`config.mk`:
```
export PLATFORM = sky130hd
export DESIGN_NAME = ram_rw_bridge
export DESIGN_NICKNAME = d
export VERILOG_FILES = /design/src/rtl/ram_rw_bridge_pkg.sv /design/src/rtl/ram_rw_bridge_rr_arbiter.sv /design/src/rtl/ram_rw_bridge.sv
export SDC_FILE = /design/constraint.sdc
export NUM_CORES = 1
export LEC_CHECK = 0
export BUFFER_PORTS_ARGS = -buffer_cell sky130_fd_sc_hd__buf_4
export CORE_AREA = 8 8 213 215
export CTS_BUF_LIST = sky130_fd_sc_hd__clkbuf_4
export CTS_CLUSTER_SIZE = 25
export DETAILED_ROUTE_END_ITERATION = 8
export DIE_AREA = 0 0 221 223
export PLACE_DENSITY_LB_ADDON = 0.12
export SLEW_MARGIN = 0
export SYNTH_ARGS = -nofsm -noshare
export SYNTH_HDL_FRONTEND = slang
export SYNTH_SLANG_ARGS = --single-unit
```
`constraint.sdc`:
```
create_clock -name clk -period 1.8 [get_ports clk]
set_input_delay 0.09 -clock clk [delete_from_list [all_inputs] [get_ports clk]]
set_output_delay 0.09 -clock clk [all_outputs]
set_load 0.1 [all_outputs]
```
`src/rtl/ram_rw_bridge_pkg.sv`:
```
// Shared definitions for the RAM bridge: FSM encoding, default RAM base and pointer sizing.
// Optional out-of-range checking is enabled by defining RAM_BRIDGE_RANGE_CHECK_EN.
`ifndef PC_START
`define PC_START 64'h0000_0000_8000_0000
`endif

package ram_rw_bridge_pkg;

   typedef enum logic [1:0] {
      IDLE   = 2'd0,
      ACCESS = 2'd1,
      WAIT   = 2'd2,
      RESP   = 2'd3
   } state_t;

`ifdef RAM_BRIDGE_RANGE_CHECK_EN
   localparam bit RANGE_CHECK_EN = 1'b1;
`else
   localparam bit RANGE_CHECK_EN = 1'b0;
`endif

   // A single channel still needs a one-bit pointer so the port stays legal.
   function automatic int ptr_width(input int n);
      return (n > 1) ? $clog2(n) : 1;
   endfunction

endpackage

```
`src/rtl/ram_rw_bridge_rr_arbiter.sv`:
```
// Round-robin arbiter: grants the first requester at or after the pointer, wrapping,
// and moves the pointer past the winner whenever the advance strobe fires.
module rr_arbiter
   import ram_rw_bridge_pkg::*;
#(
   parameter int NCH = 2,
   parameter int PW  = ptr_width(NCH)
) (
   input  logic           clk,
   input  logic           rst_n,
   input  logic [NCH-1:0] req,
   input  logic           advance,
   output logic [NCH-1:0] grant,
   output logic [PW-1:0]  ptr
);

   logic [PW-1:0] gnt_idx;
   logic          found;
   int            j;

   always_comb begin
      grant   = '0;
      gnt_idx = '0;
      found   = 1'b0;
      j       = 0;
      for (int i = 0; i < NCH; i++) begin
         j = int'(ptr) + i;
         if (j >= NCH) begin
            j = j - NCH;
         end
         if (!found && req[j]) begin
            grant[j] = 1'b1;
            gnt_idx  = PW'(j);
            found    = 1'b1;
         end
      end
   end

   always_ff @(posedge clk) begin
      if (!rst_n) begin
         ptr <= '0;
      end else if (advance) begin
         ptr <= (gnt_idx == PW'(NCH - 1)) ? '0 : gnt_idx + 1'b1;
      end
   end

endmodule

```
`src/rtl/ram_rw_bridge.sv`:
```
// Multi-channel request bridge onto a single-port RAMHelper with configurable latency.
// Define RAM_BRIDGE_RANGE_CHECK_EN to flag and suppress accesses outside the RAM window.
module ram_rw_bridge
   import ram_rw_bridge_pkg::*;
#(
   parameter int                DATA_W = 64,
   parameter int                ADDR_W = 64,
   parameter int                IDX_W  = 16,
   parameter int                NCH    = 2,
   parameter int                LAT    = 1,
   parameter logic [ADDR_W-1:0] BASE   = ADDR_W'(`PC_START)
) (
   input  logic                      clk,
   input  logic                      rst_n,
   input  logic [NCH-1:0]            req_valid,
   output logic [NCH-1:0]            req_ready,
   input  logic [NCH-1:0]            req_wen,
   input  logic [NCH*ADDR_W-1:0]     req_addr,
   input  logic [NCH*DATA_W-1:0]     req_wdata,
   input  logic [NCH*(DATA_W/8)-1:0] req_wmask,
   output logic [NCH-1:0]            resp_valid,
   output logic [DATA_W-1:0]         resp_rdata,
   output logic [NCH-1:0]            resp_err,
   output logic                      ram_en,
   output logic                      ram_wen,
   output logic [IDX_W-1:0]          ram_idx,
   output logic [DATA_W-1:0]         ram_wdata,
   output logic [DATA_W-1:0]         ram_wmask,
   input  logic [DATA_W-1:0]         ram_rdata
);

   localparam int MASK_W    = DATA_W / 8;
   localparam int OFF_BITS  = $clog2(MASK_W);
   localparam int PW        = ptr_width(NCH);
   localparam int CNT_W     = (LAT > 1) ? $clog2(LAT) : 1;
   localparam int WAIT_LAST = (LAT > 1) ? LAT - 2 : 0;

   state_t state, next_state;

   logic [NCH-1:0]    grant;
   logic [PW-1:0]     arb_ptr;
   logic              advance;

   logic              sel_wen;
   logic [ADDR_W-1:0] sel_addr;
   logic [DATA_W-1:0] sel_wdata;
   logic [MASK_W-1:0] sel_wmask;
   logic [ADDR_W-1:0] offset;
   logic [ADDR_W-1:0] idx_full;
   logic              sel_oor;
   logic [DATA_W-1:0] wmask_bits;

   logic              wen_q;
   logic              oor_q;
   logic [NCH-1:0]    grant_q;
   logic [IDX_W-1:0]  idx_q;
   logic [DATA_W-1:0] wdata_q;
   logic [DATA_W-1:0] wmask_q;
   logic [DATA_W-1:0] rdata_q;
   logic [CNT_W-1:0]  cnt;

   rr_arbiter #(
      .NCH (NCH)
   ) u_arb (
      .clk     (clk),
      .rst_n   (rst_n),
      .req     (req_valid),
      .advance (advance),
      .grant   (grant),
      .ptr     (arb_ptr)
   );

   assign advance = |(req_valid & req_ready);

   // The grant is one-hot, so OR-ing the granted slices selects that channel's fields.
   always_comb begin
      sel_wen   = 1'b0;
      sel_addr  = '0;
      sel_wdata = '0;
      sel_wmask = '0;
      for (int c = 0; c < NCH; c++) begin
         if (grant[c]) begin
            sel_wen   = sel_wen | req_wen[c];
            sel_addr  = sel_addr | req_addr[c*ADDR_W +: ADDR_W];
            sel_wdata = sel_wdata | req_wdata[c*DATA_W +: DATA_W];
            sel_wmask = sel_wmask | req_wmask[c*MASK_W +: MASK_W];
         end
      end
   end

   always_comb begin
      offset   = sel_addr - BASE;
      idx_full = offset >> OFF_BITS;
`ifdef RAM_BRIDGE_RANGE_CHECK_EN
      sel_oor  = (sel_addr < BASE) || ((idx_full >> IDX_W) != '0);
`else
      sel_oor  = 1'b0;
`endif
   end

   always_comb begin
      wmask_bits = '0;
      for (int i = 0; i < MASK_W; i++) begin
         wmask_bits[8*i +: 8] = {8{sel_wmask[i]}};
      end
   end

   always_ff @(posedge clk) begin
      if (!rst_n) begin
         state <= IDLE;
      end else begin
         state <= next_state;
      end
   end

   always_comb begin
      next_state = state;
      case (state)
         IDLE: begin
            if (advance) begin
               next_state = ACCESS;
            end
         end
         ACCESS: begin
            next_state = (LAT == 1) ? RESP : WAIT;
         end
         WAIT: begin
            if (cnt == CNT_W'(WAIT_LAST)) begin
               next_state = RESP;
            end
         end
         RESP: begin
            next_state = IDLE;
         end
         default: begin
            next_state = IDLE;
         end
      endcase
   end

   // Out-of-range requests walk the same states but never touch the RAM.
   always_comb begin
      req_ready  = '0;
      resp_valid = '0;
      resp_err   = '0;
      ram_en     = 1'b0;
      ram_wen    = 1'b0;
      if (state == IDLE && rst_n) begin
         req_ready = grant;
      end
      if (state == ACCESS && !oor_q) begin
         ram_en  = 1'b1;
         ram_wen = wen_q;
      end
      if (state == RESP) begin
         resp_valid = grant_q;
`ifdef RAM_BRIDGE_RANGE_CHECK_EN
         resp_err   = oor_q ? grant_q : '0;
`endif
      end
   end

   assign ram_idx    = idx_q;
   assign ram_wdata  = wdata_q;
   assign ram_wmask  = wmask_q;
   assign resp_rdata = rdata_q;

   always_ff @(posedge clk) begin
      if (!rst_n) begin
         wen_q   <= 1'b0;
         oor_q   <= 1'b0;
         grant_q <= '0;
         idx_q   <= '0;
         wdata_q <= '0;
         wmask_q <= '0;
         rdata_q <= '0;
         cnt     <= '0;
      end else begin
         if (advance) begin
            wen_q   <= sel_wen;
            oor_q   <= sel_oor;
            grant_q <= grant;
            idx_q   <= idx_full[IDX_W-1:0];
            wdata_q <= sel_wdata;
            wmask_q <= sel_wen ? wmask_bits : '0;
         end
         if (state == ACCESS) begin
            rdata_q <= (!wen_q && !oor_q) ? ram_rdata : '0;
         end
         cnt <= (state == WAIT) ? cnt + 1'b1 : '0;
      end
   end

endmodule
```
==> summary.md <==
| Metric | Value |
|---|---|
| Status | finished, violations left |
| Failing checks | setup timing |
| Synth area leaders | dfxtp_1 45%, a21oi_1 7.5%, buf_4 7.1%, a32oi_1 6.1%, nor2b_1 5.8% |
| Xor/xnor share of the synthesized area | 0% |
| Via Count | 8913 |
| Synth cell types | 31 |
| Critical Path Fanout Max | 4 |
| Vias/cell | 4.23 |
| Slew Limit Headroom | 59.0% |
| Final hold vios | 0 |
| Post-DP HPWL | 24500 um |
| Residual DRC count | 0 |
| Filler cells | 4296 |
| Synth top cells by count | 159 x dfxtp_1, 105 x a21oi_1, 66 x buf_4 |
| Setup slack after layout | -0.127 ns |
| Starting DRT DRC Count | 335 |
| HP Class | input port to register |
| CTS H-tree lvls | 4 |
| Nets | 1893 |
| Register bit total from synthesis | 159 |
| Storage cell area | 3200 sq um |
| Synth Area in Simple Gates | 19.2% |
| CTS tree | done |
| Seq/Total Area, Yosys | 45.4% |
| Yosys warnings | 0 |
| Fraction of registers with async set/reset | 0% |
| Row Count | 76 |
| Final worst path period share | 107% |
| CP endpoint kind | output port |
| First-pass GRT wire length | 57100 um |
| Vias in the first global route | 9366 |
| Root Buffer | clkbuf_4 |
| Startpoint types | register |
| Mux share of post-synthesis cell area | 0.285% |
| Routed Antenna Nets | 0 |
| Critical Path RT | 1.71 ns |
| Reg-to-Reg End | resp_rdata[23] |
| Worst Setup EP | req_ready[0] |
| Setup Viol. Count Final | 5 |
| Unrepaired setup endpoints after global routing | true |
| Die height | 223 um |
| Max Clock Freq | 519 MHz |
| Post-synth top area cell | dfxtp_1 |
| Area of the multi-input gates | 3090 sq um |
| Cts bufs inserted | 17 |
| CP arrival | 1.84 ns |
| Routed WL | 37900 um |
| Drt wl/cell | 17.9 um |
| Initial DRT Pass Iterations | 4 |
| Critical setup path kind | register to output port |
| Power, Total | 0.0188 W |
| Pin count of the biggest net entering global routing | 85 |
| VDD IR-drop max | 0.698 mV |
| Top FF cell, synth | dfxtp_1 |
| Synth Area in Adders | 0.713% |
| Max-slew violation count | 0 |
| Lkg Pwr | 6.36 nW |
| Area grow syn2layout | 111% |
| R2r startpoint | state[0] |
| Pre-CTS setup slack | 0.0680 ns |
| Complex-gate fraction of the synthesized area | 22.2% |
| Most numerous cell in the Yosys netlist | dfxtp_1 |
| Synth Cell Area | 7020 sq um |
| Pwr Density | 1270 nW/um^2 |
| Largest family of logic cells by synthesized area | compound AO/OA/AOI/OAI gates |
| Syn Area/Cell | 8.42 sq um |
| Worst-path clk slew | 0.16 ns |
| Post-layout util | 34.9% |
| R2R Setup Slk | 0.13 ns |
| WHS Path Cells | 4 |
| Top cell type's share of synthesized area | 45.4% |
| Worst Reg-to-Reg Cells | 8 |
| Core area | 42300 sq um |
| Initial Utilization | 16.6% |
| Worst setup startpoint | state[1] |
| Chip width | 221 um |
| Clock skew | 0.0289 ns |
| Worst-Skew Late Latency | 0.75 ns |
| IO Count | 558 |
| IO buf count | 459 |
| Initial antenna violation count | 3 |
| Gr usage total | 14.9% |
| Overflow after GRT | 0 |
| # clock sinks | 159 |
| RePlAce Congestion | 0.724 |
| EDFF count, synth | 0 |
| Clock period minus worst slack | 1.93 ns |
| CTS Buffer Depth | 2 |
| Syn Inst Count | 833 |
| Worst slew pin tran | 0.615 ns |
| Die footprint | 49300 sq um |
| TNS Setup | -0.299 ns |
| Share of cells above drive strength 1 | 36.2% |
| Max-cap violations | 0 |
layer usage:
layer  track usage (%)  part of all wire, %  vias up
li1                  -                    -     4359
met1              18.2                   45     4191
met2              23.6                   46      330
met3              6.20                  7.7       33
met4              4.61                  1.7        0
met5                 0                    0        -
registers in the layout (all words and copies together) (netlist names), named ones only:
| name | cells |
|---|---|
| ram_wdata | 64 |
| state | 2 |
| ram_idx | 16 |
| cnt | 1 |
| grant_q | 2 |
| ram_wmask | 8 |
| resp_rdata | 64 |
| wen_q | 1 |
where the power goes:
group | leakage, nW | internal [W] | total, W | switching (W)
clock | 0.137 | 0.000697 | 0.00228 | 0.00158
sequential | 1.31 | 0.00425 | 0.00468 | 0.000426
combinational | 4.92 | 0.00327 | 0.0118 | 0.00857
logic make-up (layout without fill, tap and decap cells):
logic type | Yosys count | count (layout)
other cells | 1 | 5
buf+inv | 147 | 872
compound gates | 252 | 252
mux | 2 | 2
fa+ha+maj | 4 | 4
simple gates | 268 | 269
flops | 159 | 159
worst max-delay path: stages, from the launching register on:
cell     delay [ns]
dfxtp_2        0.39
inv_4          0.06
ha_4           0.15
and2_4         0.17
and2_4         0.18
buf_12         0.16
cells in the final DEF (no fill, tap or decap), types with 2 or more instances in the layout:
cell type        n
nor2b_1         64
dfxtp_4          3
inv_2            2
buf_6           26
o21ai_0         43
nand2_1         43
clkbuf_4        17
ha_4             3
clkinv_2         2
inv_6            4
nor2_1          65
conb_1           2
mux2i_1          2
bufbuf_16        2
diode_2          3
nand3_1         47
dfxtp_1        149
clkinvlp_4       3
a31oi_1         39
o31ai_1          8
a32oi_1         49
buf_4          457
buf_12          15
nand4_1         39
clkinv_4         4
a21oi_1        105
buf_16           2
dfxtp_2          7
inv_4            2
and2_4           5
dlygate4sd3_1  332
layout make-up:
class,count,share of cell area [%]
Clock inverter,15,0.923
Multi-Input combinational cell,529,20.9
Clock buffer,17,0.864
Timing Repair Buffer,836,50.8
Antenna cell,3,0.0508
Inverter,4,0.136
Sequential cell,159,21.7
Tap cell,546,4.63
worst min-delay path by stage:
stage                  start             end  slack (ns)
5_1_grt        req_wdata[40]   ram_wdata[40]        0.07
3_3_place_gp   ram_rdata[60]  resp_rdata[60]        0.32
6_report       req_wdata[56]   ram_wdata[56]        0.18
3_5_place_dp   ram_rdata[45]  resp_rdata[45]        0.32
4_1_cts        req_wdata[42]   ram_wdata[42]      0.0008
2_1_floorplan   ram_rdata[0]   resp_rdata[0]        0.23
per-stage QoR:
| step | instance area [sq um] | cells | hold slack, ns |
|---|---|---|---|
| final | 14800 | 2109 | 0.183 |
| after global routing | 14800 | 2108 | 0.0670 |
| after CTS | 14700 | 2101 | 0.000756 |
| after detailed placement | 10700 | 1723 | 0.324 |
| after global placement | 10700 | 1723 | 0.317 |
| after floorplan | 7040 | 834 | 0.229 |
timing repair:
action                                 CTS  global route
setup endpoints to repair               70            28
endpoints found under the hold margin  159             0
hold buffers                           333             0
buffers inserted                        10             5
resized for setup                       65             9
pin swaps                                3             1
cloned                                   3             1
No activity file was read; power rests on OpenSTA's default activity.
